==> src/rtl/shift_reg_bank.sv <==
// shift_reg_bank: CHANNELS independent shift lanes of LENGTH words each.
// Supports parallel load, serial write, clear, rotate and a self-timed read
// burst whose channels can be diagonally staggered (channel c starts c
// cycles late) to feed the edge of a systolic array.
//
// Output qualifier: read_valid[c] high means data_read lane c holds a word
// popped on the previous edge. There is no ready; the consumer must accept
// every word in the cycle it is presented.
module shift_reg_bank #(
  parameter int DATA_WIDTH = 8,
  parameter int LENGTH     = 4,
  parameter int CHANNELS   = 4,
  localparam int LW        = $clog2(LENGTH + 1)
) (
  input  logic                                  clk,
  input  logic                                  reset,
  input  logic [2:0]                            ctrl_code,
  input  logic                                  skew_en,
  input  logic [CHANNELS*LENGTH*DATA_WIDTH-1:0] data_in,
  input  logic [CHANNELS*DATA_WIDTH-1:0]        data_write,
  output logic [CHANNELS*LENGTH*DATA_WIDTH-1:0] data_out,
  output logic [CHANNELS*DATA_WIDTH-1:0]        data_read,
  output logic [CHANNELS-1:0]                   read_valid,
  output logic [LW-1:0]                         level,
  output logic                                  overflow,
  output logic                                  busy,
  output logic                                  done
);

  // Step counter must reach LENGTH+CHANNELS-2 and hold off_c+LENGTH.
  localparam int KW = (LENGTH + CHANNELS > 2) ? $clog2(LENGTH + CHANNELS) : 1;

  localparam logic [2:0] OP_HOLD   = 3'b000;
  localparam logic [2:0] OP_LOAD   = 3'b001;
  localparam logic [2:0] OP_WRITE  = 3'b010;
  localparam logic [2:0] OP_READ   = 3'b011;
  localparam logic [2:0] OP_CLEAR  = 3'b100;
  localparam logic [2:0] OP_ROTATE = 3'b101;

  localparam logic [KW-1:0] LEN_K  = KW'(LENGTH);
  localparam logic [KW-1:0] LAST_N = KW'(LENGTH - 1);
  localparam logic [KW-1:0] LAST_S = KW'(LENGTH + CHANNELS - 2);
  localparam logic [LW-1:0] FULL   = LW'(LENGTH);

  typedef enum logic {
    IDLE = 1'b0,
    RUN  = 1'b1
  } state_e;

  state_e                state_q, state_d;
  logic [DATA_WIDTH-1:0] mem [CHANNELS][LENGTH];
  logic [DATA_WIDTH-1:0] rd_q [CHANNELS];
  logic [KW-1:0]         k_q;
  logic                  skew_q;

  logic                  start;
  logic                  stepping;
  logic [KW-1:0]         cur_k;
  logic                  cur_skew;
  logic                  burst_last;
  logic [CHANNELS-1:0]   act;

  // Burst step decode: the start edge runs step 0 with the live skew_en,
  // later steps use the skew latched at start.
  always_comb begin
    logic [KW-1:0] off;
    off        = '0;
    start      = (state_q == IDLE) && (ctrl_code == OP_READ);
    stepping   = start || (state_q == RUN);
    cur_k      = start ? '0 : k_q;
    cur_skew   = start ? skew_en : skew_q;
    burst_last = (cur_k == (cur_skew ? LAST_S : LAST_N));
    act        = '0;
    for (int c = 0; c < CHANNELS; c++) begin
      off    = cur_skew ? KW'(c) : '0;
      act[c] = stepping && (cur_k >= off) && (cur_k < off + LEN_K);
    end
  end

  // Next-state: a burst stays in RUN until the edge executing its last step.
  always_comb begin
    state_d = state_q;
    if (stepping) begin
      state_d = burst_last ? IDLE : RUN;
    end
  end

  // State register.
  always_ff @(posedge clk or posedge reset) begin
    if (reset) begin
      state_q <= IDLE;
    end else begin
      state_q <= state_d;
    end
  end

  // Datapath: storage, burst outputs, level, overflow and done pulse.
  always_ff @(posedge clk or posedge reset) begin
    if (reset) begin
      for (int c = 0; c < CHANNELS; c++) begin
        for (int i = 0; i < LENGTH; i++) mem[c][i] <= '0;
        rd_q[c] <= '0;
      end
      read_valid <= '0;
      level      <= '0;
      overflow   <= 1'b0;
      done       <= 1'b0;
      k_q        <= '0;
      skew_q     <= 1'b0;
    end else begin
      done <= 1'b0;
      if (stepping) begin
        for (int c = 0; c < CHANNELS; c++) begin
          if (act[c]) begin
            rd_q[c]       <= mem[c][0];
            read_valid[c] <= 1'b1;
            for (int i = 0; i < LENGTH - 1; i++) mem[c][i] <= mem[c][i+1];
            mem[c][LENGTH-1] <= '0;
          end else begin
            rd_q[c]       <= '0;
            read_valid[c] <= 1'b0;
          end
        end
        if (burst_last) begin
          done  <= 1'b1;
          level <= '0;
          k_q   <= '0;
        end else begin
          k_q <= cur_k + KW'(1);
        end
        skew_q <= cur_skew;
      end else begin
        for (int c = 0; c < CHANNELS; c++) rd_q[c] <= '0;
        read_valid <= '0;
        case (ctrl_code)
          OP_LOAD: begin
            for (int c = 0; c < CHANNELS; c++)
              for (int i = 0; i < LENGTH; i++)
                mem[c][i] <= data_in[(c*LENGTH+i)*DATA_WIDTH +: DATA_WIDTH];
            level <= FULL;
          end
          OP_WRITE: begin
            for (int c = 0; c < CHANNELS; c++) begin
              for (int i = 0; i < LENGTH - 1; i++) mem[c][i] <= mem[c][i+1];
              mem[c][LENGTH-1] <= data_write[c*DATA_WIDTH +: DATA_WIDTH];
            end
            if (level == FULL) overflow <= 1'b1;
            else               level    <= level + LW'(1);
          end
          OP_CLEAR: begin
            for (int c = 0; c < CHANNELS; c++)
              for (int i = 0; i < LENGTH; i++) mem[c][i] <= '0;
            level    <= '0;
            overflow <= 1'b0;
          end
          OP_ROTATE: begin
            for (int c = 0; c < CHANNELS; c++) begin
              for (int i = 0; i < LENGTH - 1; i++) mem[c][i] <= mem[c][i+1];
              mem[c][LENGTH-1] <= mem[c][0];
            end
          end
          default: ; // HOLD and unused codes
        endcase
      end
    end
  end

  assign busy = (state_q == RUN);

  // Flatten storage and burst words onto the packed ports.
  for (genvar c = 0; c < CHANNELS; c++) begin : g_ch
    assign data_read[c*DATA_WIDTH +: DATA_WIDTH] = rd_q[c];
    for (genvar i = 0; i < LENGTH; i++) begin : g_el
      assign data_out[(c*LENGTH+i)*DATA_WIDTH +: DATA_WIDTH] = mem[c][i];
    end
  end

endmodule

==> config.mk <==
export PLATFORM = sky130hd
export DESIGN_NAME = shift_reg_bank
export DESIGN_NICKNAME = d
export VERILOG_FILES = /design/src/rtl/shift_reg_bank.sv
export SDC_FILE = /design/constraint.sdc
export NUM_CORES = 1
export LEC_CHECK = 0
export CORE_ASPECT_RATIO = 0.5
export CORE_MARGIN = 10
export CORE_UTILIZATION = 45
export DETAILED_ROUTE_END_ITERATION = 7
export HOLD_SLACK_MARGIN = 0.02
export PLACE_DENSITY = 0.91
export SLEW_MARGIN = 30
export SYNTH_ARGS = -nofsm -noshare
export SYNTH_HDL_FRONTEND = slang
export SYNTH_SLANG_ARGS = --single-unit
export TNS_END_PERCENT = 20
==> constraint.sdc <==
create_clock -name clk -period 8.1 [get_ports clk]
set_clock_uncertainty 0.05 [all_clocks]
set_input_delay 1.62 -clock clk [delete_from_list [all_inputs] [get_ports clk]]
set_output_delay 1.62 -clock clk [all_outputs]
set_load 0.01 [all_outputs]
==> run summary <==
top-area cell type share of the netlist area -> 49.8%
PostCTS Resize Cnt -> 0
core area -> 0.0187 mm2
number of synthesized flops with an enable pin -> 0
CP top delay family -> buffers and inverters
IO buf count -> 335
Worst Path Required -> 8360 ps
Initial Util -> 46.6%
CP max FO -> 48
Layout area overhead -> 47.1%
Layout Nets -> 1243
Synth Flop Type -> dfrtp_1
Yosys Warn Count -> 0
CTS root buffer -> clkbuf_16
Fin Hold WS -> 468 ps
slowest stage cell on the critical path -> a31oi_1
sequential share of the synthesized area -> 49.8%
die height -> 119 um
CTS sink count -> 174
Min-Delay Path Class -> flip-flop to flip-flop
maximum VDD drop -> 211 uV
status -> complete, no violations
Initial DRC Count -> 835
dpl hpwl -> 24000 um
worst slew pin tran -> 926 ps
clock latency on the worst-skew pair -> 430 ps
top-count cell post-synth -> dfrtp_1
Die ar. -> 0.0257 mm2
Detail Route Antenna Nets -> 0
CTS tree -> built
Max Root-Sink Buffers -> 2
Max-Cap Viols -> 0
Max H-tree Level -> 4
largest net degree at the start of global routing -> 97
clk slew on worst S/H paths -> 70 ps
final setup fails -> 0
Pleak -> 0.00555 uW
crit end category -> flip-flop
# IOs -> 336
vias in the first global route -> 8016
ranking of synthesized cells by area -> dfrtp_1, a22o_1, mux2_2
RSZ-0062 raised after global routing -> no
initial antenna violation count -> 6
Syn Area/Cell -> 11.2 um2
Hold Buf Count CTS -> 0
cell area after synthesis -> 0.00874 mm2
Placer Congestion -> 0.889
Max Slew Vio Count -> 0
Total Wirelength -> 33200 um
DRT Pass-1 Iters -> 5
share of cells above drive strength 1 -> 12.3%
FMAX -> 0.174 GHz
DR vias -> 8044
CP Data Arrival Time -> 6000 ps
cell taking the most area after synthesis -> dfrtp_1
CP Class -> input port to flip-flop
Congestion Overflow GR -> 0
Syn Nets -> 951
CP peak stage delay -> 610 ps
Worst Path Buf+Inv -> 4
vias per cell -> 5.97
die width -> 217 um
DRC Markers -> 0
Total Routing Usage GR -> 24.5%
#FFs+latches synth -> 174
CTS buffer count -> 17
non-filler cells, final -> 1348
# Post-CTS Setup Buffers -> 0
worst relative slew slack -> 38.3%
Setup crit start kind -> input port
Async SR Flop Fraction -> 100%
Hold Fails Final Rpt -> 0
Cell variety after synth -> 43
first-pass GRT wire length -> 49800 um
DR WL/cell -> 24.6 um
Pwr Density -> 380 mW/mm2
fin crit period -> 5740 ps
Std-Cell Rows -> 35
Setup TNS -> 0 ps
placed cell count -> 1308
Synth top cells by count -> dfrtp_1, a22o_1, a21oi_1
Total Power -> 4890 uW
Mapped Cells -> 779
CP Cell Sequence -> buf_2, buf_4, nor2b_1, and3b_1, nand2_1, nand2_1, inv_1, ha_1, a21o_1, a31oi_1, o21a_1, buf_4, mux2_2
final worst-path cycle share -> 70.9%
## metrics by stage
step | utilization, % | cell area, um2 | setup slack, ps
final | 68.6 | 12800 | 2360
after global placement | 64.8 | 12100 | 2280
after floorplan | - | 8740 | 1710
after global routing | 68.6 | 12800 | 2200
after CTS | 68.1 | 12800 | 2460
after detailed placement | 64.9 | 12200 | 2040
## tightest hold or removal path: cells and delay by family, from the launching register on
| family | cells | cell delay [ps] |
|---|---|---|
| DFF | 1 | 370 |
| and+or+nand+nor | 1 | 50 |
| AOI/OAI and AO/OA | 1 | 60 |
## kinds of logic after synthesis
family / Yosys count / share of synthesized area [%]
DFF: 174 / 49.8
muxes: 73 / 10.3
adders and majority gates: 6 / 0.859
xor gates and xnor gates: 1 / 0.100
buffers and inverters: 95 / 5.03
and+or+nand+nor: 107 / 6.27
AOI/OAI and AO/OA: 323 / 27.6
## per-layer routing
layer  track usage [%]  part of all wire [%]
met1              28.7                    38
met2              42.3                    51
met3              5.45                   7.5
met4              10.9                   3.7
met5                 0                     0
## sequential cells by signal, indices dropped and copies added (netlist names)
| register | count |
|---|---|
| busy | 1 |
| data_out | 128 |
| data_read | 32 |
| done | 1 |
| k_q | 3 |
| level | 3 |
| overflow | 1 |
| read_valid | 4 |
| skew_q | 1 |
## cell usage in the layout (no fill, tap or decap), types with 4 or more instances in the layout
| master | count |
|---|---|
| a21oi_1 | 53 |
| a22o_1 | 152 |
| a22oi_1 | 32 |
| and2_1 | 18 |
| and3_1 | 8 |
| buf_4 | 7 |
| clkbuf_16 | 17 |
| clkdlybuf4s50_1 | 332 |
| dfrtp_1 | 174 |
| diode_2 | 5 |
| ha_1 | 6 |
| inv_1 | 19 |
| inv_6 | 4 |
| inv_8 | 7 |
| mux2_2 | 52 |
| mux2_4 | 20 |
| nand2_1 | 46 |
| nand2b_1 | 6 |
| nor2b_1 | 11 |
| o21ai_0 | 40 |
| o22ai_1 | 8 |
| o2bb2ai_1 | 16 |
## final cells by class
cell class                      count  area (um2)
Fill cell                        1363        5890
Sequential cell                   174        4350
Multi-Input combinational cell    510        4000
Timing Repair Buffer              347        3490
Clock buffer                       17         425
Tap cell                          259         324
Clock inverter                     15         166
Inverter                           21        83.8
Antenna cell                        5        12.5
## worst paths after layout
| path | depth (start not counted) | endpoint | slack [ps] | from |
|---|---|---|---|---|
| max reg2reg | 10 | data_out[119]$_DFFE_PP0P_ | 3910 | busy$_DFFE_PP0N_ |
| max | 13 | data_out[119]$_DFFE_PP0P_ | 2360 | ctrl_code[1] |
| min reg2reg | 2 | data_out[8]$_DFFE_PP0P_ | 470 | data_out[8]$_DFFE_PP0P_ |
| max in group asynchronous | 3 | data_out[35]$_DFFE_PP0P_ | 5080 | reset |
| min in group asynchronous | 2 | level[1]$_DFFE_PP0P_ | 1680 | reset |
| min | 2 | data_out[8]$_DFFE_PP0P_ | 470 | data_out[8]$_DFFE_PP0P_ |
## where the power goes
part           internal, uW  switching [uW]  total, uW
clock                   444             401        844
combinational          1330            1120       2450
sequential             1240             355       1590
total                  3010            1880       4890
Note: power is estimated with default switching activity, not from simulation.
